$ cat config.mk
export PLATFORM = sky130hd
export DESIGN_NAME = pattern_pixel
export DESIGN_NICKNAME = d
export VERILOG_FILES = /design/src/rtl/test_pattern_app_pkg.sv /design/src/rtl/pattern_pixel.sv
export SDC_FILE = /design/constraint.sdc
export NUM_CORES = 1
export LEC_CHECK = 0
export CAP_MARGIN = 20
export CORE_MARGIN = 2
export CORE_UTILIZATION = 25
export DETAILED_ROUTE_END_ITERATION = 8
export PLACE_DENSITY = 0.84
export SYNTH_ARGS = -nofsm -noshare
export SYNTH_HDL_FRONTEND = slang
export SYNTH_SLANG_ARGS = --single-unit
$ cat constraint.sdc
create_clock -name vclk -period 1.7
set_input_delay 0.34 -clock vclk [all_inputs]
set_output_delay 0.34 -clock vclk [all_outputs]
set_load 0.02 [all_outputs]
$ cat src/rtl/test_pattern_app_pkg.sv
// Shared definitions for the test-pattern generator: FSM states, pattern
// mode encodings and the MMIO control-word field positions.
package test_pattern_app_pkg;

  typedef enum logic [1:0] {
    IDLE = 2'd0,
    RUN  = 2'd1,
    LAST = 2'd2
  } state_t;

  localparam logic [1:0] MODE_SOLID = 2'd0;
  localparam logic [1:0] MODE_BARS  = 2'd1;
  localparam logic [1:0] MODE_GRAD  = 2'd2;
  localparam logic [1:0] MODE_CHECK = 2'd3;

  localparam int TAP_EN       = 31;
  localparam int TAP_ANIM     = 30;
  localparam int TAP_RGB_MSB  = 25;
  localparam int TAP_RGB_LSB  = 2;
  localparam int TAP_MODE_MSB = 1;
  localparam int TAP_MODE_LSB = 0;

endpackage

$ cat src/rtl/pattern_pixel.sv
// Combinational generator for one {8'h00,R,G,B} pixel from its effective
// x position, line, frame count and the latched mode/colour.
module pattern_pixel
  import test_pattern_app_pkg::*;
#(
  parameter int BAR_SHIFT = 7
) (
  input  logic [15:0] x_eff,
  input  logic [15:0] y,
  input  logic [15:0] frame_cnt,
  input  logic [1:0]  mode,
  input  logic [23:0] rgb,
  output logic [31:0] pixel
);

  logic [15:0] bar_sh;
  logic [2:0]  bar;
  logic        unused_bits;

  assign bar_sh      = x_eff >> BAR_SHIFT;
  assign bar         = bar_sh[2:0];
  assign unused_bits = ^{bar_sh[15:3], y[15:8], frame_cnt[15:8]};

  always_comb begin
    pixel = '0;
    case (mode)
      MODE_SOLID: pixel[23:0] = rgb;
      MODE_BARS:  pixel[23:0] = {{8{bar[2]}}, {8{bar[1]}}, {8{bar[0]}}};
      MODE_GRAD:  pixel[23:0] = {x_eff[7:0], y[7:0], frame_cnt[7:0]};
      default:    pixel[23:0] = (x_eff[4] ^ y[4]) ? 24'hFF_FFFF : 24'h00_0000;
    endcase
  end

endmodule

==> metrics <==
status complete, but fails checks; failing checks setup timing; max-slew violation count 0; DP Cell Count 150; fillers 250; critical path arrival between 1000 and 1500 ps; area taken by multi-input logic gates 598 µm²; final net count between 200 and 250; synth top area cells mux4_1, mux4_2, buf_4; RSZ-0062 raised after global routing true; final hold vios 0; Mapped Cells 42; number of routed nets with antenna violations 0; Power Dens Cells 380 nW/µm²; Setup Crit Path Kind in -> out; switching part of the total power 0.399; Max-Cap Viols 0; number of global-route vias before repair 876; most frequent cells in the layout clkdlybuf4s50_1, buf_6, mux4_2; f_max 566 MHz; I/O pins 106; Worst Hold End pixel[12]; WL final 2.75 mm; mux cell area share after synthesis 0.824; GRT Util Overall 0.165; first-pass GRT wire length about 4.4 mm; first-pass iteration count of the detailed router 3; Internal Pwr Total around 0.36 mW; largest family of logic cells by synthesized area multiplexers; area of the core 2780 µm²; Port Buffers between 70 and 80; Top Metal Used met4; total negative setup slack -1210 ps; final setup fails 24; area grow syn2layout 114%; Net Switching approximately 0.24 mW; simple-gate area share of the yosys netlist 0; Mapped Avg Cell Area 17.6 µm²; Mapped Area 738 µm²; HP Start y[4]; largest net degree at the start of global routing 10; Ys Warns 0; DRC Markers 0; Min Hold Slack roughly 1100 ps; via count between 700 and 800; cts hold-fix bufs 0; final worst setup slack -66.4 ps; die extent in x 58.3 µm; clock network power share 0; Finished Layout Cells approximately 160; peak supply drop roughly 0.23 mV; Tmin final around 1800 ps; Via density roughly 5; mean routed wirelength per cell about 18 µm; num rows 19; GRT Residual Overflow 0; Initial Util 0.265; Worst Hold Path Cells 3; WP data required between 1000 and 1500 ps; Synth cell types 8; Sequential Power Share 0; count of inserted antenna diode cells 0; combinational fraction of design power 1.000; routed wl met2 1.49 mm; Initial DRC Count 16; Leakage roughly 0.64 nW; Seq cells 0; Worst setup EP type output pin; clkbuf count 0; post-synthesis sequential area ratio 0; CP max FO 5; met1 wire length 917 µm; height of the die between 50 and 60 µm; CP Launch Type input pin; Detailed Place HPWL 2.02 mm; post-synthesis adder-cell area fraction 0; placer congestion estimate between 0.6 and 0.7; commonest non-fill, non-tap cell in the layout clkdlybuf4s50_1; met3 wire length 310 µm; Synth area leader mux4_1; XOR/XNOR Fraction of Synth Area 0.0119; Die ar. about 3400 µm²; Yosys top cell area share 0.641; post-synthesis compound-gate area fraction 0; Tcrit/Tclk final 1.04; layout cells sized above 1 0.544; Reg area 0 µm²; initial antenna violation count 0; Hold Path Class in -> out
-- Yosys cell counts (all sizes together) --
library cell / count
buf: 14
clkbuf: 2
conb: 1
mux4: 24
xor2: 1
-- how the worst max path moves through the flow --
stage | from | to | slack [ps]
2_1_floorplan | mode[0] | pixel[10] | 90
3_3_place_gp | mode[1] | pixel[3] | -800
3_5_place_dp | y[4] | pixel[15] | -840
4_1_cts | x_eff[4] | pixel[10] | -60
5_1_grt | y[4] | pixel[9] | -90
6_report | y[4] | pixel[18] | -70
-- routing by layer --
layer	global-route usage	vias to the layer above
met4	0.0199	0
met1	0.185	372
met3	0.0352	4
li1	-	342
met2	0.323	56
met5	0	-
-- kinds of logic (layout without fill, tap and decap cells) --
family,after synthesis,in the layout
buffers and inverters,16,92
muxes,24,24
xor gates and xnor gates,1,1
other,1,8
-- area by class of cell --
type	count	area share
multi-input cells	33	0.378
well taps	31	0.0245
repair buffers	92	0.597
-- through the flow --
step / power, mW / util / instance area, µm² / worst slack, ps
after global routing: 0.632 / 0.569 / 1580 / -89.4
after global placement: 0.517 / 0.547 / 1520 / -804
after detailed placement: 0.527 / 0.547 / 1520 / -843
after floorplan: 0.265 / - / 764 / 86.9
after CTS: 0.605 / 0.567 / 1580 / -63.8
final: 0.601 / 0.569 / 1580 / -66.4
-- power by group through the flow --
stage / Sequential (mW) / Clock, mW / Combinational [mW]
2_1_floorplan: 0 / 0 / 0.265
3_3_place_gp: 0 / 0 / 0.517
3_5_place_dp: 0 / 0 / 0.527
4_1_cts: 0 / 0 / 0.605
5_1_grt: 0 / 0 / 0.632
6_report: 0 / 0 / 0.601
-- what timing repair did --
action | CTS | global route
buffers inserted | 2 | 0
endpoints found under the setup margin | 24 | 24
resized for setup | 199 | 1
gates cloned | 4 | 0
pin swaps | 1 | 1
-- critical path: stages --
cell and delay (ps):
buf_8 110, xor2_4 200, buf_6 140, mux4_2 480, buf_6 150
No activity file was read; power rests on OpenSTA's default activity.
==> patch (same settings) <==
The parameter `BAR_SHIFT` goes from 7 to 3.
--- a/src/rtl/pattern_pixel.sv
+++ b/src/rtl/pattern_pixel.sv
@@ -3,7 +3,7 @@
 module pattern_pixel
   import test_pattern_app_pkg::*;
 #(
-  parameter int BAR_SHIFT = 7
+  parameter int BAR_SHIFT = 3
 ) (
   input  logic [15:0] x_eff,
   input  logic [15:0] y,
Behaviour: not the same (Yosys sat finds a counterexample).
==> patch against the unedited design <==
Synthesized area fell by 19%. Power fell by 26%. Global-route usage fell by 0.51 points. Critical path depth fell by 1. Worst setup slack improved by 0.099 ns. Design area fell by 17%. Routed wire length fell by 16%. Critical path type unchanged. Largest cell class unchanged. Largest power group unchanged. Highest routed layer is now met3.
==> patch: results (changes against the unedited design) <==
| Metric | Value |
|---|---|
| Hold path startpoint | rgb[13] |
| Critical Path AT | 1.33 ns (-0.10 ns) |
| Via count | 818 (+5.7%) |
| Worst hold path class | primary input to output port |
| Final GP Congestion | 0.7006 (+14%) |
| Final nets | 228 (+13%) |
| Placed instance count | 180 (+20%) |
| Maximum vdd drop | 0.0001584 V (-30%) |
| Crit path from | y[3] |
| Syn. warnings | 0 (unchanged) |
| Overall Global Routing Usage | 15.95% (-0.51 points) |
| Status | finished clean |
| First-pass GRT wire length | 3470 um (-21%) |
| Share of cells above drive strength 1 | 34.21% (-20 points) |
| Placed inst area | 0.001375 mm2 (-9.6%) |
| Clock buffers | 0 (unchanged) |
| Largest net degree at the start of global routing | 15 (+5) |
| Top cells by area, synth | mux2i_1, mux2_2, o21a_1 |
| Seq/Total Area, Yosys | 0% (unchanged) |
| Post-CTS setup buffers | 0 (-2) |
| Seq cells | 0 (unchanged) |
| Vias per cell | 4.544 (-8.4%) |
| Synth Area per Inst | 7.836 um2 (-55%) |
| Dpl hpwl | 1943 um (-3.7%) |
| Input/output buffers | 74 (-2.6%) |
| Leakage power | 0.0006008 uW (-5.4%) |
| DRT iter0 DRCs | 1 (-15) |
| DR WL/cell | 12.92 um (-27%) |
| Vias in the first global route | 847 (-3.3%) |
| Post-synth top cells | mux2i_1, o21ai_0, o21a_1 |
| Synth unique cells | 21 (+13) |
| Drt pass-1 iters | 2 (-1) |
| Initial antenna violation count | 0 (unchanged) |
| Peak fanout along the critical path | 1 (-4) |
| Ant. Diodes | 0 (unchanged) |
## patch: changes by cell type after synthesis, moves of 6 or more
cell     change
o21a_1       +9
mux4_1      -18
o21ai_0     +12
mux2_2       +7
mux4_2       -6
mux2i_1     +16
## patch: power by group
group / total [uW] / switching, uW / internal (uW)
Sequential: 0 / 0 / 0
Combinational: 444 / 214 / 230
Clock: 0 / 0 / 0
## patch: path summary, 6_finish.rpt
check,depth (start not counted),end
max,4,pixel[11]
min,4,pixel[13]
## patch: critical path, stage by stage
cell and delay (ns):
clkdlybuf4s50_1 0.41, mux2_2 0.27, o21a_1 0.18, buf_6 0.13
## patch: routing by layer
layer / wire [um] / vias up / track usage (%)
met5: 0 / - / 0
met4: 0 / 0 / 1.282
met3: 222 / 0 / 2.857
met2: 1305 / 39 / 35.63
met1: 797 / 368 / 14.67
li1: - / 411 / -
## patch: metrics by stage
stage / hold WS [ns] / worst slack, ns
after floorplan: 0.8412 / 0.1594
after CTS: 1.255 / 0.007415
final: 1.144 / 0.03268
after global routing: 1.169 / -0.01420
after detailed placement: 1.709 / -0.7632
after global placement: 1.700 / -0.7518
## patch: cells by family (layout without fill, tap and decap cells)
group	Yosys count	after routing	share of synthesized area, %
AOI/OAI and AO/OA	29	29	31.93
xor gates and xnor gates	2	2	2.942
buffers and inverters	15	84	19.96
muxes	23	23	40.13
other	1	8	0.6296
and+or+nand+nor	6	6	4.411
## patch: final cells by class
type	count	area [um2]
timing repair buffer	83	725.7
tap	28	35.03
multi-input combinational	68	548.0
fill	208	920.9
inverter	1	3.754
## patch: what timing repair did
action | in CTS | in global routing
hold buffers | 0 | 0
resized for setup | 132 | 18
pin swaps | 6 | 2
endpoints found under the setup margin | 24 | 21
